### config.mk
export PLATFORM = sky130hd
export DESIGN_NAME = inst_encoder
export DESIGN_NICKNAME = d
export VERILOG_FILES = /design/src/rtl/inst_encoder.sv
export SDC_FILE = /design/constraint.sdc
export NUM_CORES = 1
export LEC_CHECK = 0
export CAP_MARGIN = 20
export CORE_ASPECT_RATIO = 0.75
export CORE_UTILIZATION = 48
export CTS_CLUSTER_SIZE = 14
export DETAILED_ROUTE_END_ITERATION = 10
export PLACE_DENSITY = 0.95
export SLEW_MARGIN = 10
export SYNTH_ARGS = -nofsm -noshare
export SYNTH_HDL_FRONTEND = slang
export SYNTH_SLANG_ARGS = --single-unit
export TNS_END_PERCENT = 30
### constraint.sdc
create_clock -name clk -period 2.4 [get_ports clk]
set_clock_uncertainty 0.15 [all_clocks]
set_input_delay 0.48 -clock clk [delete_from_list [all_inputs] [get_ports clk]]
set_output_delay 0.48 -clock clk [all_outputs]
set_load 0.005 [all_outputs]
### src/rtl/inst_encoder.sv
// inst_encoder
//   Packs field-level instruction commands into 32-bit MIPS words (R-type,
//   lw, sw, beq, j) and writes them sequentially into instruction memory,
//   starting at BASE_ADDR after each start pulse.
//
// Ports
//   clk, reset          rising-edge clock, synchronous active-high reset
//   start               one-cycle pulse, begins a load (honoured in IDLE only)
//   in_valid/in_ready   command handshake; in_ready is high only in RUN
//   in_kind             0=R, 1=lw, 2=sw, 3=beq, 4=j, 5..7 illegal
//   in_rs/rt/rd/funct   register and function fields
//   in_imm, in_target   immediate (lw/sw/beq) and jump target (j)
//   in_last             command terminates the program
//   mem_we/addr/wdata   registered instruction-memory write port
//   busy, done          state is RUN / one-cycle end-of-load pulse
//   err_illegal         sticky, an illegal kind was consumed since start
//   count               words written since start
module inst_encoder #(
    parameter int ADDR_W    = 8,
    parameter int BASE_ADDR = 0
) (
    input  logic              clk,
    input  logic              reset,
    input  logic              start,
    input  logic              in_valid,
    output logic              in_ready,
    input  logic [2:0]        in_kind,
    input  logic [4:0]        in_rs,
    input  logic [4:0]        in_rt,
    input  logic [4:0]        in_rd,
    input  logic [5:0]        in_funct,
    input  logic [15:0]       in_imm,
    input  logic [25:0]       in_target,
    input  logic              in_last,
    output logic              mem_we,
    output logic [ADDR_W-1:0] mem_addr,
    output logic [31:0]       mem_wdata,
    output logic              busy,
    output logic              done,
    output logic              err_illegal,
    output logic [ADDR_W:0]   count
);

    typedef enum logic [1:0] {IDLE, RUN, DONE} state_t;

    localparam logic [2:0] KIND_R   = 3'd0;
    localparam logic [2:0] KIND_LW  = 3'd1;
    localparam logic [2:0] KIND_SW  = 3'd2;
    localparam logic [2:0] KIND_BEQ = 3'd3;
    localparam logic [2:0] KIND_J   = 3'd4;

    localparam logic [5:0] OP_R   = 6'b000000;
    localparam logic [5:0] OP_LW  = 6'b100011;
    localparam logic [5:0] OP_SW  = 6'b101011;
    localparam logic [5:0] OP_BEQ = 6'b000100;
    localparam logic [5:0] OP_J   = 6'b000010;

    localparam logic [ADDR_W-1:0] BASE      = ADDR_W'(BASE_ADDR);
    localparam logic [ADDR_W-1:0] LAST_SLOT = '1;

    state_t            state, nextState;
    logic [ADDR_W-1:0] addr;
    logic [31:0]       encWord;
    logic              accept;
    logic              legal;
    logic              lastWrite;
    logic              finish;

    assign accept    = in_valid & in_ready;
    assign legal     = (in_kind <= KIND_J);
    // Writing the top slot ends the load: the address never wraps back
    // below BASE_ADDR within one load.
    assign lastWrite = accept & legal & (addr == LAST_SLOT);
    assign finish    = accept & (in_last | lastWrite);

    // Field packing; shamt is always zero, unused fields per kind dropped.
    always_comb begin
        encWord = 32'h0;
        case (in_kind)
            KIND_R:   encWord = {OP_R, in_rs, in_rt, in_rd, 5'b00000, in_funct};
            KIND_LW:  encWord = {OP_LW, in_rs, in_rt, in_imm};
            KIND_SW:  encWord = {OP_SW, in_rs, in_rt, in_imm};
            KIND_BEQ: encWord = {OP_BEQ, in_rs, in_rt, in_imm};
            KIND_J:   encWord = {OP_J, in_target};
            default:  encWord = 32'h0;
        endcase
    end

    // State register
    always_ff @(posedge clk) begin
        if (reset) state <= IDLE;
        else       state <= nextState;
    end

    // Next-state logic
    always_comb begin
        nextState = state;
        case (state)
            IDLE:    if (start) nextState = RUN;
            RUN:     if (finish) nextState = DONE;
            DONE:    nextState = IDLE;
            default: nextState = IDLE;
        endcase
    end

    // State-decoded outputs; nothing here depends on in_valid.
    always_comb begin
        in_ready = (state == RUN);
        busy     = (state == RUN);
        done     = (state == DONE);
    end

    // Datapath: address/count tracking and the registered memory write.
    always_ff @(posedge clk) begin
        if (reset) begin
            addr        <= BASE;
            count       <= '0;
            err_illegal <= 1'b0;
            mem_we      <= 1'b0;
            mem_addr    <= '0;
            mem_wdata   <= 32'h0;
        end else begin
            mem_we <= 1'b0;
            if (state == IDLE && start) begin
                addr        <= BASE;
                count       <= '0;
                err_illegal <= 1'b0;
            end
            if (accept) begin
                if (legal) begin
                    mem_we    <= 1'b1;
                    mem_addr  <= addr;
                    mem_wdata <= encWord;
                    addr      <= addr + ADDR_W'(1);
                    count     <= count + (ADDR_W+1)'(1);
                end else begin
                    err_illegal <= 1'b1;
                end
            end
        end
    end

endmodule

======== Word level (Yosys, flattened, before mapping) ========
Index checks and enable logic that the tools add are counted.
word-level totals
  logic and storage cells ................. 45
  RAM bits ................................ 0
  flip-flop bits (word level) ............. 61
  memory bits (read-only) ................. 0
  input port bits ......................... 71
  latch bits .............................. 0
  memories kept ........................... 0
operators by class
  shifts and indexed selects .............. 0
  reduce and logical (&&, ||, !) cells .... 6
  div/mod/pow operators ................... 0
  $lt $le $gt $ge ......................... 1
  mux-type cells .......................... 14
  bitwise logic cells ..................... 6
  equal/unequal tests ..................... 9
  add/sub/neg operators ................... 2
  multiply operators ...................... 0
operators with widths
  cell                   count
  $pmux W32 S5           1
  $mux W9                3
  $mux W8                3
  $add A9 B1 Y9 const B  1
  $add A8 B1 Y8 const B  1
  $eq A8 B8 Y1 const B   1
  $eq A3 B2 Y1 const B   2
  $and A1 B1 Y1          4
  $mux W1                4
  $mux W2                2
  $pmux W2 S2            1
  $reduce_and A2 Y1      2
  $eq A3 B1 Y1 const B   1
  $eq A3 B3 Y1 const B   1
  $le A3 B3 Y1 const B   1
  $logic_not A3 Y1       1
  $eq A2 B1 Y1 const B   1
  $eq A2 B2 Y1 const B   1
  $logic_not A2 Y1       1
  $ne A2 B1 Y1 const B   1
  $ne A2 B2 Y1 const B   1
  $reduce_or A2 Y1       1
  $logic_and A1 B1 Y1    1
  $not A1 Y1             1
  $or A1 B1 Y1           1

======== Longest topological paths before layout ========
Gate-level depths: netlist of run 1.
  word-level depth ........................ 8
  gate-level depth with buffers ........... 6

======== Worst setup path before layout of run 1 ========
OpenSTA, ideal clock, no wires.
  kind .................................... in2reg
  start ................................... in in_kind[2]
  end ..................................... reg count[7]
  path buffers ............................ 2
  data required time ...................... 2129 ps
  data arrival time ....................... 1486 ps
  stages .................................. 5
  path slack .............................. 643 ps
  path through ............................ buf_2 o21a_4 buf_6 nor4_4 mux2_2
on the way
  cells in the longest elaborated chain, start to end .. 3
RTL lines
  what                  line  RTL
  from (decl)           27    input logic [2:0] in_kind,
  $le A3 B3 Y1          70    assign legal = (in_kind <= KIND_J);
  $mux W9               130   if (legal) begin
  $mux W9               129   if (accept) begin
  to (signal assigned)  135   count <= count + (ADDR_W+1)'(1);
  to (decl)             41    output logic [ADDR_W:0] count
Every way passes these cells.
A chain may end at the register's enable or synchronous reset.

======== Worst setup path in the final report of run 1 ========
  start ................................... reg state[0]
  end ..................................... out busy
on the way
  cells in the longest elaborated chain, start to end .. 1
RTL lines
  what                    line  RTL
  from (decl)             61    state_t state, nextState;
  from (signal assigned)  92    else state <= nextState;
  $eq A2 B1 Y1            109   busy = (state == RUN);
  to (decl)               38    output logic busy,
Every way passes these cells.

==> results of run 1 <==
[power by group]
group	total, W	internal [W]	switching [W]
sequential	0.00105	0.00102	0.0000296
combinational	0.000515	0.000278	0.000237
clock	0.000934	0.000551	0.000383
total	0.00250	0.00185	0.000650
[through the flow]
stage / setup WS [ps] / utilization [%] / power [W] / hold slack (ps)
after floorplan: 643 / - / 0.00132 / 314
after global placement: 142 / 70.6 / 0.00156 / 319
after detailed placement: 88.6 / 70.6 / 0.00158 / 329
after CTS: 122 / 73.7 / 0.00250 / 341
after global routing: 13.4 / 73.7 / 0.00260 / 375
final: 144 / 73.7 / 0.00250 / 337
[layer usage]
| layer | vias to the layer above | track usage, % | part of all wire (%) |
|---|---|---|---|
| li1 | 1610 | - | - |
| met1 | 1622 | 35.7 | 39 |
| met2 | 174 | 49.8 | 48 |
| met3 | 24 | 12.5 | 10 |
| met4 | 0 | 10.1 | 2.2 |
| met5 | - | 0 | 0 |
[cell families after synthesis]
group | count (synthesis) | synth area share [%]
buffers and inverters | 44 | 7.21
AO/OA/AOI/OAI | 141 | 29.7
adder cells (fa/ha/maj) | 2 | 0.779
other | 1 | 0.117
multiplexers | 8 | 2.65
flip-flops | 59 | 36.8
AND/OR/NAND/NOR | 116 | 22.8
[flip-flops by register name (all words and copies together) (netlist names)]
| signal | flops |
|---|---|
| err_illegal | 1 |
| mem_addr | 8 |
| mem_we | 1 |
| state | 2 |
| addr | 8 |
| count | 9 |
| mem_wdata | 30 |
[worst register-to-register path, stage by stage, from the launching register on]
cell and delay [ps]:
dfxtp_1 450, ha_1 200, nand4b_1 190, nor3_1 290, mux2_2 360
[worst paths after layout]
path            endpoint  cells after the start
max                 busy                      2
min          mem_addr[3]                      2
max reg2reg      addr[4]                      4
min reg2reg  mem_addr[3]                      2
[layout make-up]
cell class              instances  area share, %
clock buffers                  12           3.51
clock inverters                 2          0.745
inverters                       2          0.160
multi-input cells             268           38.3
flip-flops and latches         59           25.1
well taps                      81           2.15
repair buffers                148           30.1
[cells in the final DEF (no fill, tap or decap), types with 9 or more instances in the layout]
| cell type | netlist | final |
|---|---|---|
| dfxtp_1 | 59 | 59 |
| buf_4 | 4 | 25 |
| clkdlybuf4s50_1 | 0 | 122 |
| a21oi_1 | 54 | 54 |
| clkbuf_8 | 0 | 12 |
| nand3_1 | 20 | 20 |
| o21ai_0 | 26 | 26 |
| a21o_1 | 11 | 11 |
| a311oi_2 | 10 | 10 |
| nor2b_1 | 12 | 12 |
| or3b_1 | 12 | 12 |
| nand2_1 | 23 | 23 |
| nor2_1 | 9 | 9 |
| a211oi_1 | 16 | 16 |
==> flow_metrics.tcl, run 1 <==
set metrics [dict create \
    ys_ff_latch 59 \
    tritoncts "done" \
    final_layout_size_suffix_gt1_share_pct 13.2 \
    hold_viol 0 \
    boundaryPins 125 \
    crit_buf_inv 1 \
    path_class "flop to output pin" \
    maxSlewViolCount 0 \
    ant_nets 0 \
    insertion_delay_ps 340 \
    critical_path.slowest_cell "clkdlybuf4s50_1" \
    synth.most_common_cell "dfxtp_1" \
    fin_area_um2 4700 \
    synth_common_cells "dfxtp_1, a21oi_1, o21ai_0" \
    setup_tns_ps 0 \
    dpl_cell_area_um2 4500 \
    num-fill-cells 490 \
    syn_inst 371 \
    p_per_area_nw_per_um2 531 \
    setup_viol 0 \
    status "finished, final reports clean" \
    synth_top_cell_area_share_pct 36.8 \
    cp_top_family "buffers and inverters" \
    ir_worst_vdd_v 0.000367 \
    syn_avg_cell_area_um2 8.66 \
    routed-via-count 3430 \
    max_freq_mhz 443 \
    min_path_type "flop to flop" \
    yosysUniqueCellTypes 53 \
    startpoint_type "flop" \
    p_leak_nw 1.64 \
    numClockSinks 59 \
    initial_utilization_pct 50.3 \
    min_period_ps 2260 \
    grt_pass1_vias 3403 \
    critical_path.max_fanout 9 \
    grt_max_degree 31 \
    cp_slowest_stage_delay_ps 540 \
    synthTopCellsByArea "dfxtp_1, a21oi_1, a311oi_2, o21ai_0, a211oi_1" \
    dp_cells 558 \
    hp-start "mem_addr[3]" \
    multi_input_area_um2 1800 \
    rsz0062_at_grt "no" \
    worstReg2RegStart "addr[0]" \
    hpwl_mm 7.10 \
    cp-end-kind "output pin" \
    vias_per_cell 6.00 \
    fin_crit_sh_pct 94.0 \
    fin_cells 572 \
    layout.area.seq_um2 1180 \
    wl_per_cell_um 17.4 \
    startpoint "state[0]" \
    die-area_um2 7030 \
    drt-total-wl_mm 9.97 \
    arrival_ps 1630 \
    ys_warn_count 0 \
    antenna_found_initial 0 \
    drv_cap 0 \
    core_area_um2 6380 \
    post_cts_buffers 0 \
    synth.largest_area_cell "dfxtp_1" \
    globalplace.congestion 0.843 \
    overflow 0 \
    antenna_cells 0 \
    clk_pin_slew_ps 70 \
    grt_pass1_wl_mm 16.2 \
    synth-main-ff-cell "dfxtp_1" \
    die_h_um 72.8 \
    synthArstFlopShare_pct 0 \
    numCtsBuffers 9 \
    drc 0 \
    rows 25 \
    cts_resized 0 \
    layout.nets 561 \
    root_buffer "clkbuf_8" \
    seq_area_frac_synth_pct 36.8 \
    first_pass_iters 5 \
    dr.first_iter.drc_count 193 \
    required_ps 1770 \
    clockBufferDepth 2 \
    postCtsHoldBufs 0 \
    synthToLayoutAreaGrowth_pct 46.4 \
    portBuffers 123 \
    synth_edf_count 0 \
    rrSetupSlack_ps 650 \
    grt.total_usage_pct 30.3 \
    synth.cell_area_um2 3210 \
    cts.htree.levels 3 \
    die_x_um 96.5 \
    cp_cell_sequence "nor2b_1 > clkdlybuf4s50_1" \
    syn_nets 444 \
]
No activity file was read; power rests on OpenSTA's default activity.
==> run 2: changes to the inputs <==
--- a/config.mk
+++ b/config.mk
@@ -11,7 +11,7 @@
 export CTS_CLUSTER_SIZE = 14
 export DETAILED_ROUTE_END_ITERATION = 10
 export PLACE_DENSITY = 0.95
-export SLEW_MARGIN = 10
+export SLEW_MARGIN = 30
 export SYNTH_ARGS = -nofsm -noshare
 export SYNTH_HDL_FRONTEND = slang
 export SYNTH_SLANG_ARGS = --single-unit
==> results of run 2 <==
Same layout as run 1: the final DEF is identical, and so are final timing and power.
